--- config.mk ---
export PLATFORM = sky130hd
export DESIGN_NAME = stack_spill_ctrl
export DESIGN_NICKNAME = d
export VERILOG_FILES = /design/src/rtl/stack_spill_ctrl_pkg.sv /design/src/rtl/stack_spill_ctrl_op_decode.sv /design/src/rtl/stack_spill_ctrl.sv
export SDC_FILE = /design/constraint.sdc
export NUM_CORES = 1
export LEC_CHECK = 0
export ABC_AREA = 1
export BUFFER_PORTS_ARGS = -buffer_cell sky130_fd_sc_hd__buf_2
export CAP_MARGIN = 10
export CORE_ASPECT_RATIO = 1.25
export CORE_MARGIN = 5
export CORE_UTILIZATION = 40
export DETAILED_ROUTE_END_ITERATION = 8
export SYNTH_ARGS = -nofsm -noshare
export SYNTH_HDL_FRONTEND = slang
export SYNTH_HIERARCHICAL = 1
export SYNTH_SLANG_ARGS = --single-unit
--- constraint.sdc ---
create_clock -name CLK -period 5.8 [get_ports CLK]
set_input_delay 0.87 -clock CLK [delete_from_list [all_inputs] [get_ports CLK]]
set_output_delay 0.87 -clock CLK [all_outputs]
set_load 0.01 [all_outputs]
--- src/rtl/stack_spill_ctrl_pkg.sv ---
// Shared stack-op encodings and controller state for the stack spill/fill sequencer.
package stack_spill_ctrl_pkg;

    localparam int DEPTH_DEF = 8;

    typedef enum logic [2:0] {
        OP_NONE  = 3'd0,
        OP_PUSH  = 3'd1,
        OP_BINOP = 3'd2,
        OP_POP   = 3'd3,
        OP_POP2  = 3'd4,
        OP_SWAP  = 3'd5
    } stack_op_e;

    typedef enum logic [1:0] {
        ST_IDLE  = 2'd0,
        ST_SPILL = 2'd1,
        ST_FILL  = 2'd2,
        ST_ERR   = 2'd3
    } state_e;

endpackage

--- src/rtl/stack_spill_ctrl_op_decode.sv ---
// Combinational stackOP decode: minimum on-chip entries needed and net entry change.
// Zero latency; codes 6 and 7 decode as no-op.
module stack_spill_ctrl_op_decode
    import stack_spill_ctrl_pkg::*;
(
    input  logic [2:0] stack_op,
    output logic [1:0] need,
    output logic [2:0] delta
);

    always_comb begin
        need  = 2'd0;
        delta = 3'd0;
        case (stack_op)
            OP_PUSH:  begin need = 2'd0; delta = 3'b001; end
            OP_BINOP: begin need = 2'd2; delta = 3'b111; end
            OP_POP:   begin need = 2'd1; delta = 3'b111; end
            OP_POP2:  begin need = 2'd2; delta = 3'b110; end
            OP_SWAP:  begin need = 2'd2; delta = 3'b000; end
            default:  begin need = 2'd0; delta = 3'b000; end
        endcase
    end

endmodule

--- src/rtl/stack_spill_ctrl.sv ---
// Spills the bottom stack entry to memory before an overflowing push and refills before an op short of entries.
// Commits in the same cycle when no memory traffic is needed; otherwise stalls commit until each transaction is acked.
module stack_spill_ctrl
    import stack_spill_ctrl_pkg::*;
#(
    parameter int               DEPTH      = DEPTH_DEF,
    parameter int               DATA_W     = 16,
    parameter int               ADDR_W     = 16,
    parameter logic [ADDR_W-1:0] SPILL_BASE = 16'hF000,
    parameter int               SPILL_MAX  = 256
) (
    input  logic              CLK,
    input  logic              reset,
    input  logic              inst_valid,
    input  logic [2:0]        stackOP,
    output logic              stall,
    input  logic [DATA_W-1:0] bottom_data,
    output logic              stk_drop_bot,
    output logic              stk_fill_bot,
    output logic [DATA_W-1:0] fill_data,
    output logic              mem_req,
    output logic              mem_we,
    output logic [ADDR_W-1:0] mem_addr,
    output logic [DATA_W-1:0] mem_wdata,
    input  logic              mem_ack,
    input  logic [DATA_W-1:0] mem_rdata,
    output logic              err_ovf,
    output logic              err_unf
);

    localparam int CNT_W = $clog2(DEPTH + 1);
    localparam int SPL_W = $clog2(SPILL_MAX + 1);
    localparam logic [CNT_W-1:0] DEPTH_C = CNT_W'(DEPTH);
    localparam logic [SPL_W-1:0] SPILL_MAX_C = SPL_W'(SPILL_MAX);

    logic [1:0] need;
    logic [2:0] delta;

    stack_spill_ctrl_op_decode u_decode (
        .stack_op (stackOP),
        .need     (need),
        .delta    (delta)
    );

    state_e            state_q, state_d;
    logic [CNT_W-1:0]  count_q, count_d;
    logic [SPL_W-1:0]  spilled_q, spilled_d;
    logic              mem_req_q, mem_req_d;
    logic              mem_we_q, mem_we_d;
    logic [ADDR_W-1:0] mem_addr_q, mem_addr_d;
    logic [DATA_W-1:0] mem_wdata_q, mem_wdata_d;
    logic              err_ovf_q, err_ovf_d;
    logic              err_unf_q, err_unf_d;

    logic delta_pos, short_on_chip, need_spill, need_fill, need_unf;

    assign delta_pos     = ~delta[2] & (delta != 3'd0);
    assign short_on_chip = count_q < CNT_W'(need);
    assign need_spill    = inst_valid & delta_pos & (count_q == DEPTH_C);
    assign need_fill     = inst_valid & short_on_chip & (spilled_q != '0);
    // Short with nothing in memory is an underflow; it must stall too or count would wrap.
    assign need_unf      = inst_valid & short_on_chip & (spilled_q == '0);

    assign stall = need_spill | need_fill | need_unf | (state_q != ST_IDLE) | err_ovf_q | err_unf_q;

    always_comb begin
        state_d     = state_q;
        count_d     = count_q;
        spilled_d   = spilled_q;
        mem_req_d   = mem_req_q;
        mem_we_d    = mem_we_q;
        mem_addr_d  = mem_addr_q;
        mem_wdata_d = mem_wdata_q;
        err_ovf_d   = err_ovf_q;
        err_unf_d   = err_unf_q;
        case (state_q)
            ST_IDLE: begin
                if (need_spill) begin
                    if (spilled_q == SPILL_MAX_C) begin
                        state_d   = ST_ERR;
                        err_ovf_d = 1'b1;
                    end else begin
                        state_d     = ST_SPILL;
                        mem_req_d   = 1'b1;
                        mem_we_d    = 1'b1;
                        mem_addr_d  = SPILL_BASE + ADDR_W'(spilled_q);
                        mem_wdata_d = bottom_data;
                    end
                end else if (need_fill) begin
                    state_d    = ST_FILL;
                    mem_req_d  = 1'b1;
                    mem_we_d   = 1'b0;
                    mem_addr_d = SPILL_BASE + ADDR_W'(spilled_q) - ADDR_W'(1);
                end else if (need_unf) begin
                    state_d   = ST_ERR;
                    err_unf_d = 1'b1;
                end else if (inst_valid) begin
                    count_d = count_q + CNT_W'($signed(delta));
                end
            end
            ST_SPILL: begin
                if (mem_ack) begin
                    state_d   = ST_IDLE;
                    mem_req_d = 1'b0;
                    count_d   = count_q - CNT_W'(1);
                    spilled_d = spilled_q + SPL_W'(1);
                end
            end
            ST_FILL: begin
                if (mem_ack) begin
                    state_d   = ST_IDLE;
                    mem_req_d = 1'b0;
                    count_d   = count_q + CNT_W'(1);
                    spilled_d = spilled_q - SPL_W'(1);
                end
            end
            default: begin
                state_d = ST_ERR;
            end
        endcase
    end

    always_ff @(posedge CLK or posedge reset) begin
        if (reset) begin
            state_q     <= ST_IDLE;
            count_q     <= '0;
            spilled_q   <= '0;
            mem_req_q   <= 1'b0;
            mem_we_q    <= 1'b0;
            mem_addr_q  <= '0;
            mem_wdata_q <= '0;
            err_ovf_q   <= 1'b0;
            err_unf_q   <= 1'b0;
        end else begin
            state_q     <= state_d;
            count_q     <= count_d;
            spilled_q   <= spilled_d;
            mem_req_q   <= mem_req_d;
            mem_we_q    <= mem_we_d;
            mem_addr_q  <= mem_addr_d;
            mem_wdata_q <= mem_wdata_d;
            err_ovf_q   <= err_ovf_d;
            err_unf_q   <= err_unf_d;
        end
    end

    // Stack pulses coincide with the ack so the stack moves on the same edge as the counters.
    assign stk_drop_bot = (state_q == ST_SPILL) & mem_ack;
    assign stk_fill_bot = (state_q == ST_FILL) & mem_ack;
    assign fill_data    = stk_fill_bot ? mem_rdata : '0;

    assign mem_req   = mem_req_q;
    assign mem_we    = mem_we_q;
    assign mem_addr  = mem_addr_q;
    assign mem_wdata = mem_wdata_q;
    assign err_ovf   = err_ovf_q;
    assign err_unf   = err_unf_q;

endmodule

Word level (Yosys, flattened, before mapping)
Index checks and enable logic that the tools add are counted.

storage, ports and cells
  output and inout port bits = 55
  bits of input ports = 39
  flip-flop bits (word level) = 51
  word-level logic and storage cells = 103

cells by class
  eq/ne operators = 20
  $lt $le $gt $ge = 1
  bitwise gates (word level) = 17
  multiplexer cells = 29
  reduce and logical (&&, ||, !) cells = 20
  add/sub/neg operators = 7

operators by type and width
  operator                                                               number
  16-bit two-way mux                                                     4
  4-bit two-way mux                                                      6
  9-bit two-way mux                                                      2
  9-bit case mux with 2 select lines                                     1
  14-bit by 2-bit subtractor with 15-bit output, second input constant   1
  13-bit by 10-bit adder with 14-bit output, first input constant        1
  2-bit != test, second input constant                                   7
  4-bit case mux with 3 select lines                                     1
  3-bit AND reduction                                                    4
  2-bit two-way mux                                                      5
  9-bit by 1-bit adder with 9-bit output, second input constant          1
  9-bit equality test, second input constant                             1
  9-bit zero test                                                        1
  3-bit case mux with 3 select lines                                     1
  9-bit nonzero test                                                     1
  9-bit by 1-bit subtractor with 9-bit output, second input constant     1
  1-bit bitwise AND                                                      8
  2-bit case mux with 2 select lines                                     2
  4-bit AND reduction                                                    2
  2-bit nonzero test                                                     4
  7-bit AND reduction                                                    1
  3-bit by 2-bit equality test with 1-bit output, second input constant  2
  3-bit equality test, second input constant                             2
  1-bit two-way mux                                                      6
  19 further kinds                                                       29

Depth between registers and ports, before layout
Gate-level depths: netlist of run 1.

  depth after elaboration = 12
  depth in mapped cells = 15
  depth with buffers taken out = 15

Modules after synthesis
The synthesis of run 1 kept the hierarchy.

modules (own cells, without submodules)
  module                      times used  sequential area each (µm²)  cells an instance  area an instance (µm²)
  stack_spill_ctrl            1           1226.2                      432                3079.2
  stack_spill_ctrl_op_decode  1           0.0                         14                 60.1

Worst setup path after synthesis of run 1
Ideal clock, no wire load.

  path kind = input to output
  start = input port stackOP[2]
  end = output port stall
  path buffers = 0
  setup slack = 3078 ps
  data arrival time = 1852 ps
  data required time = 4930 ps
  cell stages on the path = 9
  cells stage by stage = inv_1 > nand3_1 > nand2_1 > inv_1 > ha_1 > a21boi_0 > nor2_1 > inv_1 > nand4_1

between the ends
  elaborated cells between the ends (all ways) = 23
  those cells by class = order compare (1); eq/ne (5); mux (2); bitwise (12); reduce/logical (3)

RTL lines
  item                                                                                   RTL line                                        RTL
  start: declaration                                                                     stack_spill_ctrl.sv:15                          input logic [2:0] stackOP,
  3-bit equality test or 3-bit by 2-bit equality test with 1-bit output (tied branches)  stack_spill_ctrl_op_decode.sv:14                case (stack_op)
  3-bit OR reduction (no source line)                                                    n/a
  2-bit case mux with 2 select lines *                                                   stack_spill_ctrl_op_decode.sv:14
  named net need[1]                                                                      stack_spill_ctrl.sv:36                          logic [1:0] need;
  4-bit by 2-bit less-than comparator with 1-bit output *                                stack_spill_ctrl.sv:58                          assign short_on_chip = count_q < CNT_W'(need);
  1-bit bitwise AND *                                                                    stack_spill_ctrl.sv:60, stack_spill_ctrl.sv:62
  1-bit bitwise AND                                                                      stack_spill_ctrl.sv:60                          assign need_fill = inst_valid & short_on_chip & (spilled_q != '0);
  1-bit OR                                                                               stack_spill_ctrl.sv:64                          assign stall = need_spill | need_fill | need_unf | (state_q != ST_IDLE) | err_ovf_q | err_unf_q;
  1-bit OR * (4 in a row)                                                                stack_spill_ctrl.sv:64
  end: declaration                                                                       stack_spill_ctrl.sv:16                          output logic stall,

The timed path passes the listed nets; every way through them passes the cells marked *.

Final worst setup path of run 1
Same ends and word-level chain as after synthesis.

==> metrics.md, run 1 <==
| Metric | Value |
|---|---|
| Status | `complete, no violations` |
| I/O pins | `94` |
| Count of cell types in the netlist | `31` |
| Hold path depth | `2` |
| Crit Path Class | `in2out` |
| Fin area | `0.003775 mm^2` |
| Most frequent CP cell | `inv_1` |
| Post-CTS Resized | `0` |
| Sequential Power Share | `30.2%` |
| Commonest non-fill, non-tap cell in the layout | `nand2_1` |
| Number of global-route vias before repair | `2782` |
| Syn Area/Cell | `7.039 um^2` |
| DR iter-0 viols | `139` |
| Syn_nets | `503` |
| Max IR drop VDD | `193.0 uV` |
| CP max FO | `5` |
| Highest-delay cell along the critical path | `ha_1` |
| CTS buffer count | `5` |
| First-pass GRT wire length | `12230 um` |
| P&R area growth vs syn | `20.25%` |
| Final worst-path cycle share | `54.51%` |
| R2R Setup Slk | `3.66 ns` |
| Commonest cells after routing, fill and taps aside | `142 x nand2_1, 93 x buf_2, 79 x inv_1, 49 x dfrtp_1, 43 x nor2_1` |
| CP Cell Sequence | `buf_2 > inv_1 > nand3_1 > nand2_1 > inv_1 > ha_1 > a21boi_0 > nor2_1 > inv_1 > nand4_1 > buf_2` |
| Worst-Skew Late Latency | `0.30 ns` |
| CTS Buffer Depth | `2` |
| P_int | `1061 uW` |
| Max stage delay on crit path | `0.28 ns` |
| # diodes | `0` |
| Setup violations, final | `0` |
| Post-synthesis sequential area ratio | `39.06%` |
| Total chip power | `1986 uW` |
| Initial antenna violation count | `0` |
| Largest net degree at the start of global routing | `50` |
| Total GRT Usage | `15.50%` |
| Die height | `109.0 um` |
| Crit path launch | `stackOP[2]` |
| YS warnings | `6` |
| Area contributors post-synth | `dfrtp_1 39%, nand2_1 17%, inv_1 9.6%` |
| P_sw | `925.1 uW` |
| Fill cells | `772` |
| Nets | `592` |
| Comb pwr share | `57.2%` |
| Worst path required time | `4.93 ns` |
| Min-Delay Endpoint | `mem_addr[1]` |
| Mapped Area | `0.003139 mm^2` |
| Leakage | `0.002321 uW` |
| CTS tree | `done` |
| GR peak layer | `met2` |
| RSZ-0062 raised after global routing | `no` |
| Synthesis-stage register bit count | `49` |
| PwrDens | `526.1 mW/mm^2` |
| Routability cong. | `0.8637` |
| H-tree depth | `2` |
| Count of maximum capacitance violations | `0` |
| Hold Crit Class | `reg2reg` |
| Critical path data arrival time | `2.29 ns` |
| I/O Buffers | `93` |
| Clk pin slew, worst setup/hold paths | `0.09 ns` |
| Post-synth top area share | `39.06%` |
| Final Max Tran Viols | `0` |
| Die area | `0.009731 mm^2` |
| Cell count after synthesis | `446` |
| Starting density of the core | `40.52%` |
| Met3 GRT Util | `3.401%` |
| Final Hold Viols | `0` |
| Worst R2R Start | `state_q[0]` |
| Min Tclk post-route | `3.161 ns` |
| Proportion of layout cells with a drive suffix above 1 | `21.27%` |
| Worst reg2reg path depth | `13` |
| Peak Freq | `316.3 MHz` |
| DP HPWL | `5829 um` |
| Worst flop-to-flop path endpoint | `count_q[3]` |
| Die W | `89.24 um` |
| Num rows | `36` |
| First-pass iteration count of the detailed router | `6` |
| Routed WL per cell | `11.48 um` |
| Post-route clock skew | `0.01049 ns` |
| Rel. slew slack | `32.16%` |
| Aggregate routed wire length | `7242 um` |
| Synth area leader | `dfrtp_1` |
| Vias | `2895` |
| Crit end category | `output pin` |
| Hold buffer count at cts | `0` |
| Actual slew at the worst max-slew pin | `1.016 ns` |
| Post-Route Setup TNS | `0 ns` |
| Grt met2 use | `27.50%` |
| DR vias/cell | `4.588` |
| Switching Share | `46.58%` |
| Clock Power Share | `12.6%` |
| Placed instance area | `0.003659 mm^2` |
| Root Buffer | `clkbuf_8` |
| Worst hold path startpoint | `mem_addr[1]` |
| Clock sinks | `49` |
| Post-CTS Setup Repair Bufs | `0` |
| DRC | `0` |
| Worst Setup Start Kind | `primary input` |
| Post-route ant nets | `0` |
| Met1 GRT Util | `18.58%` |
| Congestion Overflow GR | `0` |
| Core ar. | `0.007747 mm^2` |
[per-layer routing]
| layer | vias up | part of all wire [%] |
|---|---|---|
| met3 | 14 | 4.5 |
| met1 | 1282 | 42 |
| met5 | - | 0 |
| li1 | 1543 | - |
| met4 | 0 | 1.8 |
| met2 | 56 | 52 |
[cells by family after synthesis]
logic type | share of synthesized area, %
fa+ha+maj | 7.652
xor+xnor | 1.953
flops | 39.06
compound gates | 8.449
simple gates | 30.77
buf+inv | 12.12
[sequential cells by signal, indices dropped and copies added (netlist names)]
register   count
err_ovf        1
mem_addr      14
spilled_q      9
mem_req        1
mem_wdata     16
mem_we         1
err_unf        1
count_q        4
state_q        2
[Yosys cell counts]
cell type / count
nand2_1: 142
inv_1: 80
dfrtp_1: 49
nor2_1: 43
o21ai_0: 32
nand3_1: 25
ha_1: 16
a21oi_1: 9
nand4_1: 7
xor2_1: 7
buf_4: 4
buf_2: 3
clkbuf_1: 3
nor2_2: 3
o21ai_1: 3
fa_1: 2
inv_2: 2
o21a_1: 2
or2_2: 2
a21boi_0: 1
a21o_1: 1
buf_6: 1
clkbuf_2: 1
nand2_2: 1
nand2_4: 1
nand3_2: 1
nand3_4: 1
nor2_8: 1
nor4_1: 1
o211ai_1: 1
o31ai_1: 1
[final cells by class]
type | instances | area [um^2] | area share, %
clock inverter | 1 | 30.03 | 0.7955
timing repair buffer | 94 | 473.0 | 12.53
inverter | 82 | 307.8 | 8.154
tap | 95 | 118.9 | 3.149
sequential | 49 | 1226 | 32.48
clock buffer | 7 | 86.33 | 2.287
multi-input combinational | 303 | 1533 | 40.60
[stage by stage]
step / setup WS [ns] / utilization [%] / hold slack (ns) / std cells
after floorplan: 3.078 / - / 0.4742 / 446
after global placement: 2.664 / 47.22 / 0.4493 / 623
after detailed placement: 2.612 / 47.22 / 0.4532 / 623
after CTS: 2.605 / 48.72 / 0.4763 / 631
after global routing: 2.523 / 48.72 / 0.4878 / 631
final: 2.639 / 48.72 / 0.4693 / 631
[critical path, delay by kind of cell]
family	cells	cell delay (ns)
adders and majority gates	1	0.28
and+or+nand+nor	4	0.52
buffers and inverters	5	0.50
AOI/OAI and AO/OA	1	0.13
[worst max path at each step]
stage             to  slack (ns)  depth (start not counted)
2_1_floorplan  stall        3.08                          9
3_3_place_gp   stall        2.66                         11
3_5_place_dp   stall        2.61                         11
4_1_cts        stall        2.60                         11
5_1_grt        stall        2.52                         11
6_report       stall        2.64                         11
[power by group through the flow]
stage	clock network (uW)	logic [uW]	registers [uW]
after detailed placement	0	1150	606
final	251	1140	600
after CTS	262	1150	601
after floorplan	0	830	616
after global routing	275	1340	621
after global placement	0	1130	606
Note: power is estimated with default switching activity, not from simulation.
==> run 2, diff against run 1 <==
==> constraint.sdc (replaced) <==
create_clock -name CLK -period 3.1 [get_ports CLK]
set_input_delay 0.465 -clock CLK [delete_from_list [all_inputs] [get_ports CLK]]
set_output_delay 0.465 -clock CLK [all_outputs]
set_load 0.01 [all_outputs]
==> run 2 against run 1 <==
Compared with the run above: sequential power rose by 88%; die area did not move; sequential share of layout area did not move; clock-buffer cell count did not move; cell count did not move; critical path depth fell by 6; clock skew fell by 0.00084 ns; clock power rose by 87%; power rose by 88%; combinational power rose by 87%; routed wire length rose by 1.9%; largest cell class unchanged; largest power group unchanged; highest routed layer unchanged.
==> metrics.md, run 2 (same netlist as run 1, synthesis figures left out) <==
| Metric | Value |
|---|---|
| Min Tclk post-route | `2.503 ns` |
| Count of maximum capacitance violations | `0 (unchanged)` |
| Sequential Power Share | `30.2% (about the same)` |
| Congestion Overflow GR | `0 (unchanged)` |
| PwrDens | `986.7 mW/mm^2 (+88%)` |
| Routability cong. | `0.8299 (-3.9%)` |
| Post-CTS Setup Repair Bufs | `0 (unchanged)` |
| Num rows | `36 (unchanged)` |
| Total GRT Usage | `15.82% (+0.31 points)` |
| CTS tree | `done` |
| Highest-delay cell along the critical path | `ha_1` |
| Post-route clock skew | `0.009657 ns (-0.0008381 ns)` |
| Max reg flops | `16 (unchanged)` |
| Initial antenna violation count | `0 (unchanged)` |
| Crit end category | `output pin` |
| Post-Place Setup Slack | `0.7130 ns (-1.899 ns)` |
| CTS Buffer Depth | `2 (unchanged)` |
| Largest net degree at the start of global routing | `50 (unchanged)` |
| Core ar. | `0.007747 mm^2 (unchanged)` |
| Critical path data arrival time | `2.04 ns (-0.25 ns)` |
| Clock sinks | `49 (unchanged)` |
| I/O Buffers | `93 (unchanged)` |
| Total chip power | `3725 uW (+88%)` |
| Final worst slack | `0.5971 ns (-2.042 ns)` |
| Die height | `109.0 um (unchanged)` |
| CP max FO | `17 (+12)` |
| Die W | `89.24 um (unchanged)` |
| P_sw | `1736 uW (+88%)` |
| Max IR drop VDD | `385.6 uV (+100%)` |
| Commonest non-fill, non-tap cell in the layout | `nand2_1` |
| Proportion of layout cells with a drive suffix above 1 | `21.27% (unchanged)` |
| Starting density of the core | `40.52% (unchanged)` |
| H-tree depth | `2 (unchanged)` |
| Commonest cells after routing, fill and taps aside | `142 x nand2_1, 93 x buf_2, 79 x inv_1, 49 x dfrtp_1, 43 x nor2_1` |
| Actual slew at the worst max-slew pin | `1.003 ns (-0.01310 ns)` |
| Leakage | `0.002321 uW (unchanged)` |
| DRC | `0 (unchanged)` |
| Vias | `2915 (+0.69%)` |
| Post-Route Setup TNS | `0 ns (unchanged)` |
| DP HPWL | `5921 um (+1.6%)` |
| Fin Hold WS | `0.3989 ns (-0.07038 ns)` |
| Worst path required time | `2.63 ns (-2.30 ns)` |
| Worst Setup Start Kind | `flip-flop` |
| Die area | `0.009731 mm^2 (unchanged)` |
| Rel. slew slack | `33.03% (+0.87 points)` |
| Post-route ant nets | `0 (unchanged)` |
| P_int | `1989 uW (+87%)` |
| Final Hold Viols | `0 (unchanged)` |
| GR peak layer | `met2` |
| RSZ-0062 raised after global routing | `no` |
| Fill cells | `830 (+7.5%)` |
| Status | `complete, no violations` |
| CP Cell Sequence | `inv_1 > ha_1 > nand2_1 > nor2_1 > buf_2` |
| Comb pwr share | `57.2% (about the same)` |
| Final worst-path cycle share | `80.74%` |
| Nets | `592 (unchanged)` |
| Clk pin slew, worst setup/hold paths | `0.09 ns (about the same)` |
| Met1 GRT Util | `18.92% (+0.34 points)` |
| Switching Share | `46.60% (about the same)` |
| # diodes | `0 (unchanged)` |
| Root Buffer | `clkbuf_8` |
| Max stage delay on crit path | `0.44 ns (+0.16 ns)` |
| Hold buffer count at cts | `0 (unchanged)` |
| Layout Cells excl Fill | `631 (unchanged)` |
| Setup violations, final | `0 (unchanged)` |
| Clock Power Share | `12.6% (about the same)` |
| DR vias/cell | `4.620 (+0.69%)` |
| CTS buffer count | `5 (unchanged)` |
| Placed Cells | `623 (unchanged)` |
| Met3 GRT Util | `3.175% (-0.23 points)` |
| Number of global-route vias before repair | `2834 (+1.9%)` |
| First-pass GRT wire length | `12510 um (+2.3%)` |
| Hold Crit Class | `in2async` |
| Grt met2 use | `28.82% (+1.3 points)` |
| DR iter-0 viols | `102 (-27%)` |
| Worst-Skew Late Latency | `0.30 ns (about the same)` |
| Crit Path Class | `reg2out` |
| P&R area growth vs syn | `20.25% (unchanged)` |
| Post-CTS Resized | `0 (unchanged)` |
| Aggregate routed wire length | `7379 um (+1.9%)` |
| Peak Freq | `399.5 MHz` |
| Routed WL per cell | `11.69 um (+1.9%)` |
| I/O pins | `94 (unchanged)` |
| Final Max Tran Viols | `0 (unchanged)` |
| First-pass iteration count of the detailed router | `4 (-2)` |
## run 2: cell type report
cell class / instances / area (um^2) / share of cell area [%]
clock buffer: 7 / 86.33 / 2.287
clock inverter: 1 / 30.03 / 0.7955
inverter: 82 / 307.8 / 8.154
multi-input combinational: 303 / 1533 / 40.60
sequential: 49 / 1226 / 32.48
tap: 95 / 118.9 / 3.149
timing repair buffer: 94 / 473.0 / 12.53
## run 2: path summary, 6_finish.rpt
check | slack, ns | start | end | cells past startpoint
worst max-delay path | 0.60 | state_q[0] | fill_data[4] | 5
worst min-delay path | 0.40 | reset | mem_wdata[1] | 2
worst max register to register | 0.94 | state_q[0] | count_q[3] | 14
worst min register to register | 0.47 | mem_we | mem_we | 2
max in group asynchronous | 2.07 | reset | mem_addr[0] | 2
min in group CLK | 0.40 | bottom_data[2] | mem_wdata[2] | 3
## run 2: worst max-delay path: cells and delay by family (launching register included)
family | cells | cell delay, ns
flops | 1 | 0.41
fa+ha+maj | 1 | 0.44
buf+inv | 2 | 0.25
simple gates | 2 | 0.65
## run 2: power by group through the flow
stage               logic, uW  registers, uW  clock network, uW
floorplan                1550           1150                  0
global placement         2110           1140                  0
detailed placement       2160           1140                  0
CTS                      2160           1130                484
global route             2490           1170                512
finish                   2130           1130                469
## run 2: through the flow
| step | cell area [um^2] | util, % |
|---|---|---|
| 2_1_floorplan | 3139 | - |
| 3_3_place_gp | 3659 | 47.22 |
| 3_5_place_dp | 3659 | 47.22 |
| 4_1_cts | 3775 | 48.72 |
| 5_1_grt | 3775 | 48.72 |
| 6_report | 3775 | 48.72 |
## run 2: layer usage
metal  part of all wire (%)  up-vias
met1                     42     1316
met5                      0        -
li1                       -     1537
met4                    1.2        0
met3                    4.7        8
met2                     52       54
==> run 3, diff against run 2 <==
--- a/config.mk
+++ b/config.mk
@@ -12,6 +12,7 @@
 export CORE_MARGIN = 5
 export CORE_UTILIZATION = 40
 export DETAILED_ROUTE_END_ITERATION = 8
+export PLACE_DENSITY = 0.67
 export SYNTH_ARGS = -nofsm -noshare
 export SYNTH_HDL_FRONTEND = slang
 export SYNTH_HIERARCHICAL = 1
==> constraint.sdc (replaced) <==
create_clock -name CLK -period 2.2 [get_ports CLK]
set_input_delay 0.33 -clock CLK [delete_from_list [all_inputs] [get_ports CLK]]
set_output_delay 0.33 -clock CLK [all_outputs]
set_load 0.01 [all_outputs]
==> run 3 against run 2 <==
Compared with the run above: final area up 2.2%; cell count rose by 1.3%; critical endpoint is now fill_data[13]; worst setup slack worse by 0.47 ns; largest power group unchanged; clock-buffer cell count fell by 2; core utilization increased by 1.1 points; global-route usage shrank 0.31 points.
==> metrics.md, run 3 (same netlist as run 1, synthesis figures left out) <==
| Metric | Value |
|---|---|
| PwrDens | `1396 mW/mm^2 (+41%)` |
| Worst path required time | `1.87 ns (-0.76 ns)` |
| Post-route clock skew | `0.008570 ns (-0.001086 ns)` |
| I/O Buffers | `93 (unchanged)` |
| Post-route ant nets | `0 (unchanged)` |
| Total chip power | `5385 uW (+45%)` |
| Hold Crit Class | `in2reg` |
| Fin Hold WS | `0.2597 ns (-0.1392 ns)` |
| Crit Path Class | `reg2out` |
| Number of global-route vias before repair | `2963 (+4.6%)` |
| CTS buffer count | `5 (unchanged)` |
| Core ar. | `0.007747 mm^2 (unchanged)` |
| Die height | `109.0 um (unchanged)` |
| DRC | `0 (unchanged)` |
| CP max FO | `17 (unchanged)` |
| Largest net degree at the start of global routing | `25 (-50%)` |
| DR vias/cell | `4.640 (+0.44%)` |
| Congestion Overflow GR | `0 (unchanged)` |
| Layout Cells excl Fill | `639 (+1.3%)` |
| Worst Setup Start Kind | `flip-flop` |
| Rel. slew slack | `74.44% (+41 points)` |
| Actual slew at the worst max-slew pin | `0.3825 ns (-0.6206 ns)` |
| Leakage | `0.002351 uW (+1.3%)` |
| Die area | `0.009731 mm^2 (unchanged)` |
| Worst-Skew Late Latency | `0.30 ns (about the same)` |
| DR iter-0 viols | `142 (+39%)` |
| First-pass iteration count of the detailed router | `4 (unchanged)` |
| CTS tree | `done` |
| Count of maximum capacitance violations | `0 (unchanged)` |
| RSZ-0062 raised after global routing | `yes` |
| Initial antenna violation count | `0 (unchanged)` |
| Die W | `89.24 um (unchanged)` |
| Final worst slack | `0.1267 ns (-0.4704 ns)` |
| Total GRT Usage | `15.51% (-0.31 points)` |
| Root Buffer | `clkbuf_8` |
| Routed WL per cell | `11.62 um (-0.62%)` |
| Num rows | `36 (unchanged)` |
| First-pass GRT wire length | `12350 um (-1.3%)` |
| Crit end category | `output pin` |
| Final Hold Viols | `0 (unchanged)` |
| Final Max Tran Viols | `0 (unchanged)` |
| Commonest non-fill, non-tap cell in the layout | `nand2_1` |
| Max IR drop VDD | `562.9 uV (+46%)` |
| Final worst-path cycle share | `94.24%` |
| P&R area growth vs syn | `22.92%` |
| DP HPWL | `6097 um (+3.0%)` |
| Aggregate routed wire length | `7426 um (+0.64%)` |
| Post-Route Setup TNS | `0 ns (unchanged)` |
| Min Tclk post-route | `2.073 ns` |
| Placed Cells | `630 (+1.1%)` |
| Setup violations, final | `0 (unchanged)` |
| Starting density of the core | `40.52% (unchanged)` |
| Commonest cells after routing, fill and taps aside | `142 x nand2_1, 93 x buf_2, 79 x inv_1, 48 x dfrtp_1, 42 x nor2_1` |
| Routability cong. | `0.8919 (+7.5%)` |
| Clk pin slew, worst setup/hold paths | `0.10 ns (about the same)` |
| Status | `complete, no violations` |
| Clock sinks | `49 (unchanged)` |
| Nets | `600 (+1.4%)` |
| # diodes | `0 (unchanged)` |
| Max reg flops | `16 (unchanged)` |
| Critical path data arrival time | `1.74 ns (-0.30 ns)` |
| Peak Freq | `482.3 MHz` |
| Post-Place Setup Slack | `0.07193 ns (-0.6411 ns)` |
| I/O pins | `94 (unchanged)` |
| Vias | `2965 (+1.7%)` |
| Proportion of layout cells with a drive suffix above 1 | `23.35% (+2.1 points)` |
| CTS Buffer Depth | `2 (unchanged)` |
| H-tree depth | `2 (unchanged)` |
run 3: per-layer routing:
metal	track usage, %	vias to the layer above	part of all wire, %
met5	0	-	0
met4	2.660	0	0.57
met3	3.023	4	3.9
met2	30.08	45	56
met1	17.22	1357	40
li1	-	1559	-
run 3: cell type report:
| type | instances | area, um^2 |
|---|---|---|
| clock buffers | 5 | 68.82 |
| clock inverters | 3 | 46.29 |
| fillers | 795 | 3889 |
| inverters | 82 | 307.8 |
| multi-input cells | 303 | 1554 |
| flip-flops and latches | 49 | 1227 |
| well taps | 95 | 118.9 |
| repair buffers | 102 | 535.5 |
run 3: worst paths after layout:
check	from	endpoint	slack (ns)	cells after the start
max in group asynchronous	reset	count_q[1]	1.13	4
setup / recovery	state_q[0]	fill_data[13]	0.13	6
hold reg to reg	mem_addr[0]	mem_addr[0]	0.48	2
min in group asynchronous	reset	spilled_q[7]	0.49	3
hold / removal	bottom_data[4]	mem_wdata[4]	0.26	3
setup reg to reg	state_q[0]	spilled_q[8]	0.15	10
run 3: power breakdown:
group | leakage, uW | internal, uW | switching [uW] | total [uW]
combinational | 0.00168 | 1260 | 1910 | 3170
clock | 0.0000543 | 340 | 309 | 650
sequential | 0.000621 | 1270 | 297 | 1560
total | 0.00235 | 2870 | 2520 | 5390
run 3: worst max-delay path, cell delays in order (launching register included):
cell     delay (ns)
dfrtp_1        0.41
inv_1          0.14
ha_2           0.37
nand2_1        0.09
buf_4          0.19
nor2_1         0.09
buf_2          0.14
run 3: timing repair:
| item | 4_1_cts | 5_1_grt |
|---|---|---|
| hold buffers | 1 | 0 |
| endpoints found under the hold margin | 8 | 0 |
| buffers inserted | 0 | 0 |
| gates resized for setup | 0 | 6 |
| endpoints found under the setup margin | 0 | 24 |
run 3: through the flow:
| stage | instance area [um^2] | util [%] |
|---|---|---|
| 3_5_place_dp | 3711 | 47.90 |
| 3_3_place_gp | 3711 | 47.90 |
| 4_1_cts | 3836 | 49.52 |
| 5_1_grt | 3859 | 49.81 |
| 6_report | 3859 | 49.81 |
| 2_1_floorplan | 3139 | - |
